===== config.mk =====
export PLATFORM = sky130hd
export DESIGN_NAME = gates_operand_loader
export DESIGN_NICKNAME = d
export VERILOG_FILES = /design/src/rtl/gates_pkg.sv /design/src/rtl/gates_pair_queue.sv /design/src/rtl/gates_operand_loader.sv
export SDC_FILE = /design/constraint.sdc
export NUM_CORES = 1
export LEC_CHECK = 0
export BUFFER_PORTS_ARGS = -buffer_cell sky130_fd_sc_hd__buf_2
export CAP_MARGIN = 20
export CORE_UTILIZATION = 44
export DETAILED_ROUTE_END_ITERATION = 8
export PLACE_DENSITY_LB_ADDON = 0.25
export SYNTH_ARGS = -nofsm -noshare
export SYNTH_HDL_FRONTEND = slang
export SYNTH_HIERARCHICAL = 1
export SYNTH_SLANG_ARGS = --single-unit

===== constraint.sdc =====
create_clock -name clk -period 1.6 [get_ports clk]
set_input_delay 0 -clock clk [delete_from_list [all_inputs] [get_ports clk]]
set_output_delay 0 -clock clk [all_outputs]
set_load 0.02 [all_outputs]

===== src/rtl/gates_pkg.sv =====
// Shared types and constants for the 4-bit gates datapath and its operand loader.
//   GATES_NBITS    : operand width of the gates block
//   loader_state_t : operand loader FSM states
//   pair_t         : one (in0, in1) operand pair as carried through the pair queue
package gates_pkg;

    localparam int unsigned GATES_NBITS = 4;

    typedef enum logic {
        WAIT_A = 1'b0,
        WAIT_B = 1'b1
    } loader_state_t;

    typedef struct packed {
        logic [GATES_NBITS-1:0] in0;
        logic [GATES_NBITS-1:0] in1;
    } pair_t;

endpackage


===== src/rtl/gates_pair_queue.sv =====
// Two-entry FIFO of operand pairs.
//   clk, reset : clock, synchronous active-high reset
//   enq        : push enq_data this cycle (never asserted while full)
//   enq_data   : pair to push
//   deq        : pop the head this cycle (caller gates with head_val)
//   count      : number of stored pairs, 0..2
//   head_val   : registered count!=0
//   head_data  : registered head entry
module gates_pair_queue
    import gates_pkg::*;
(
    input  logic       clk,
    input  logic       reset,
    input  logic       enq,
    input  pair_t      enq_data,
    input  logic       deq,
    output logic [1:0] count,
    output logic       head_val,
    output pair_t      head_data
);

    logic [1:0] count_q, count_d;
    logic [1:0] occ;
    logic       val_q, val_d;
    pair_t      e0_q, e0_d;
    pair_t      e1_q, e1_d;

    // Pop shifts entry 1 forward; push lands in the first slot free after the pop.
    always_comb begin
        e0_d    = e0_q;
        e1_d    = e1_q;
        occ     = 2'(count_q - 2'(deq));
        count_d = 2'(occ + 2'(enq));
        if (deq) begin
            e0_d = e1_q;
        end
        if (enq) begin
            if (occ == 2'd0) begin
                e0_d = enq_data;
            end else begin
                e1_d = enq_data;
            end
        end
        val_d = (count_d != 2'd0);
    end

    always_ff @(posedge clk) begin
        if (reset) begin
            count_q <= 2'd0;
            val_q   <= 1'b0;
            e0_q    <= '0;
            e1_q    <= '0;
        end else begin
            count_q <= count_d;
            val_q   <= val_d;
            e0_q    <= e0_d;
            e1_q    <= e1_d;
        end
    end

    assign count     = count_q;
    assign head_val  = val_q;
    assign head_data = e0_q;

endmodule


===== src/rtl/gates_operand_loader.sv =====
// Pairs a serial nibble stream into (in0, in1) operands and buffers up to two
// pairs for the gates block.
//   clk, reset  : clock, synchronous active-high reset
//   clear       : abort a half-assembled pair (queue untouched)
//   in_val/in_rdy/in_data : nibble input handshake; in_rdy is combinational
//                           from state, queue count, clear and reset only
//   out_val/out_rdy       : head pair handshake
//   out_in0/out_in1       : registered head pair operands
//   pair_count            : pairs enqueued since reset, modulo 256
module gates_operand_loader
    import gates_pkg::*;
(
    input  logic                   clk,
    input  logic                   reset,
    input  logic                   clear,
    input  logic                   in_val,
    output logic                   in_rdy,
    input  logic [GATES_NBITS-1:0] in_data,
    output logic                   out_val,
    input  logic                   out_rdy,
    output logic [GATES_NBITS-1:0] out_in0,
    output logic [GATES_NBITS-1:0] out_in1,
    output logic [7:0]             pair_count
);

    localparam int unsigned NBITS = GATES_NBITS;

    loader_state_t    state_q, state_d;
    logic [NBITS-1:0] a_q, a_d;
    logic [7:0]       pair_count_q, pair_count_d;

    logic       in_fire;
    logic       enq;
    logic       deq;
    logic [1:0] q_count;
    logic       q_val;
    pair_t      q_head;
    pair_t      enq_pair;

    // Handshake decode and FSM next state.
    always_comb begin
        state_d      = state_q;
        a_d          = a_q;
        pair_count_d = pair_count_q;
        enq_pair     = '{in0: a_q, in1: in_data};
        // Acceptance never looks at out_rdy, so a full queue stalls one cycle after a pop.
        in_rdy       = !reset && !clear && ((state_q == WAIT_A) || (q_count != 2'd2));
        in_fire      = in_val && in_rdy;
        enq          = in_fire && (state_q == WAIT_B);
        deq          = q_val && out_rdy;
        if (clear) begin
            state_d = WAIT_A;
        end else if (in_fire) begin
            case (state_q)
                WAIT_A: begin
                    a_d     = in_data;
                    state_d = WAIT_B;
                end
                WAIT_B: begin
                    pair_count_d = 8'(pair_count_q + 8'd1);
                    state_d      = WAIT_A;
                end
                default: state_d = WAIT_A;
            endcase
        end
    end

    always_ff @(posedge clk) begin
        if (reset) begin
            state_q      <= WAIT_A;
            a_q          <= '0;
            pair_count_q <= 8'd0;
        end else begin
            state_q      <= state_d;
            a_q          <= a_d;
            pair_count_q <= pair_count_d;
        end
    end

    gates_pair_queue u_queue (
        .clk       (clk),
        .reset     (reset),
        .enq       (enq),
        .enq_data  (enq_pair),
        .deq       (deq),
        .count     (q_count),
        .head_val  (q_val),
        .head_data (q_head)
    );

    assign out_val    = q_val;
    assign out_in0    = q_head.in0;
    assign out_in1    = q_head.in1;
    assign pair_count = pair_count_q;

endmodule


==> metrics.txt <==
CTS H-Tree Depth=2; deepest clock path buffer count=2; post-synth cell types=35; crit end category=primary output; DRC Markers=0; GR Util All Layers=19.15%; post-synth top area share=42.07%; violated checks=setup timing; Starting Density=47.91%; CORE AREA=0.003178 mm²; clk sinks=32; clock power share=31.7%; Slew headroom=70.49%; Final Setup Violations=1; Crit Path Class=reg -> out; status=complete, but fails checks; Syn Inst Count=150; Main synth FF type=dfxtp_1; sequential element share of the synthesized area=42.07%; TNS Setup=-0.03135 ns; DR iter-0 viols=45; initial antenna violation count=0; main combinational cell family by area after synthesis=simple AND/OR/NAND/NOR gates; CTS tree=built; total gr overflow=0; Avg WL per Cell=12.83 µm; Num CTS Buffers=5; final hold slack=0.1589 ns; Final min period=1.631 ns; TritonRoute pass-1 iters=4; first-pass GRT wire length=5.071 mm; DR vias/cell=5.058; Comb pwr share=24.0%; Final HPWL DP=2.091 mm; Switching Share=29.07%; compound-gate portion of the synthesized area=13.89%; Syn-to-layout area delta=27.20%; Die ar.=0.003700 mm²; Final Worst Setup Slack=-0.03135 ns; Synth Cell Area=0.001523 mm²; # nets final=208; mux cell area share after synthesis=10.19%; RePlAce Congestion=0.7624; largest net degree at the start of global routing=35; max incr delay on CP=0.37 ns; CP Cell Sequence=nor2b_4, buf_4, buf_4, a211oi_1, buf_2; highest clock rate=613.0 MHz; clock skew=0.01647 ns; flop2flop setup slack=0.06 ns; Post-Synth XOR/XNOR Area=3.451%; Rows=20; EDFF count, synth=0; Slowest-stage cell, CP=dfxtp_4; largest cells by area after synthesis=dfxtp_1 (42%), mux2i_1 (9.2%), a211oi_2 (6.6%); WP data required=1.60 ns; crit path max fanout=5; type of origin of the critical path=flop; Hold/Removal Path Class=in -> reg; asr flop ratio synth=0%; CP arrival=1.63 ns; Psw=0.0005639 W; Static Leakage=0.7639 nW; power density over the cells=1001 mW/mm²; synthesis-stage register bit count=32; Clk Latency, worst-skew pair=0.34 ns; die width=60.83 µm; Reg power frac=44.3%; io pins=27; # diodes=0; total of max-cap violations=0; share of cells above drive strength 1=39.09%; Reg clk slew, reported paths=0.11 ns; worst-margin pin slew=0.4407 ns; syn_nets=162; synthesized-area fraction occupied by adder cells=2.465%; Routed Antenna Nets=0; yosys warns=6; via count=1219; Most Frequent Cell on Critical Path=buf_4; vias in the first global route=1114; Final Hold Viols=0; Routed Wire Length=3.092 mm; simple-gate area share of the yosys netlist=22.27%; internal power=0.001376 W; root buffer cell=clkbuf_4; Final Max Tran Viols=0; RSZ-0062 raised after global routing=true; Final Cycle Share=102.0%; Die H=60.83 µm; Synth area leader=dfxtp_1; Syn Area/Cell=10.15 µm²; Max IR drop VDD=639.4 µV; I/O Buffers=26
[sequential cells by signal, indices dropped and copies added, names as in the netlist]
name,count
u_queue/count,2
a_q,4
u_queue/head_val,1
u_queue/e1_q,8
pair_count,8
u_queue/head_data,8
state_q,1
[routing by layer]
metal	up-vias	share of wire (%)	GRT usage, %
met2	19	49	27.79
met1	581	47	25.26
li1	615	-	-
met5	-	0	0
met4	0	1.3	9.740
met3	4	3.0	6.610
[cells in the final DEF, fill, tap and decap left out, types with 2 or more instances in the layout]
cell type,count
nor2b_1,3
nor2_1,18
o21ai_0,4
o21ai_1,4
inv_1,5
nand2b_1,3
clkbuf_4,5
xnor2_1,5
mux2i_1,14
buf_2,26
nand2_1,2
a211oi_2,8
dfxtp_1,30
nand3_1,9
dlygate4sd3_1,6
buf_4,14
a21oi_1,9
nor4_1,2
nor2_4,2
[critical path: cells and delay by family (launching register included)]
family	cells	cell delay [ns]
flops	1	0.37
compound gates	1	0.32
buf+inv	3	0.48
simple gates	1	0.14
[stage by stage]
step                      cell area (µm²)  setup slack, ns  cells  power (W)  util (%)
after global routing                 1937          -0.1252    241   0.002042     60.94
after global placement               1709          0.02964    218   0.001253     53.78
after CTS                            1882          0.02534    235   0.001915     59.21
final                                1937         -0.03135    241   0.001940     60.94
after detailed placement             1709         -0.06546    218   0.001264     53.78
after floorplan                      1546         -0.03345    150   0.001179         -
[worst paths after layout]
kind | startpoint | end | depth (start not counted)
worst max register to register | u_queue/count[1] | u_queue/head_val | 6
worst min register to register | u_queue/e1_q[6] | u_queue/e1_q[6] | 2
worst min-delay path | reset | u_queue/e1_q[6] | 5
worst max-delay path | u_queue/count[1] | in_rdy | 5
[cell usage after synthesis, types with 2 or more instances]
cell type	number
nor2_2	3
buf_6	2
inv_1	5
nand2b_1	3
xnor2_1	6
nor2_1	18
dfxtp_1	32
o21ai_0	8
buf_2	5
nor2b_1	3
nand2_1	2
ha_1	3
a21oi_1	9
nand3_1	9
mux2i_1	14
nor4_1	2
a211oi_2	8
[logic make-up after synthesis]
group                    count (synthesis)
flip-flops                              32
AO/OA/AOI/OAI                           28
adder cells (fa/ha/maj)                  3
AND/OR/NAND/NOR                         53
multiplexers                            15
buffers and inverters                   13
XOR/XNOR                                 6
[what timing repair did]
item / in CTS / in global routing
endpoints found under the hold margin: 13 / 0
endpoints found under the setup margin: 7 / 15
pin swaps: 1 / 0
hold buffers: 6 / 0
cloned: 0 / 0
buffers inserted: 3 / 6
gates resized for setup: 2 / 8
[cell type report]
cell class | instances | area [µm²]
Fill cell | 299 | 1241
Multi-Input combinational cell | 105 | 830.8
Sequential cell | 32 | 645.6
Timing Repair Buffer | 47 | 306.5
Tap cell | 44 | 55.05
Clock inverter | 3 | 42.54
Clock buffer | 5 | 37.54
Inverter | 5 | 18.77
[power by group through the flow]
stage | Combinational [W] | Sequential (W) | Clock (W)
after global routing | 0.000505 | 0.000865 | 0.000672
final | 0.000466 | 0.000859 | 0.000614
after floorplan | 0.000289 | 0.000890 | 0
after global placement | 0.000381 | 0.000872 | 0
after detailed placement | 0.000389 | 0.000876 | 0
after CTS | 0.000417 | 0.000859 | 0.000640
No activity file was read; power rests on OpenSTA's default activity.
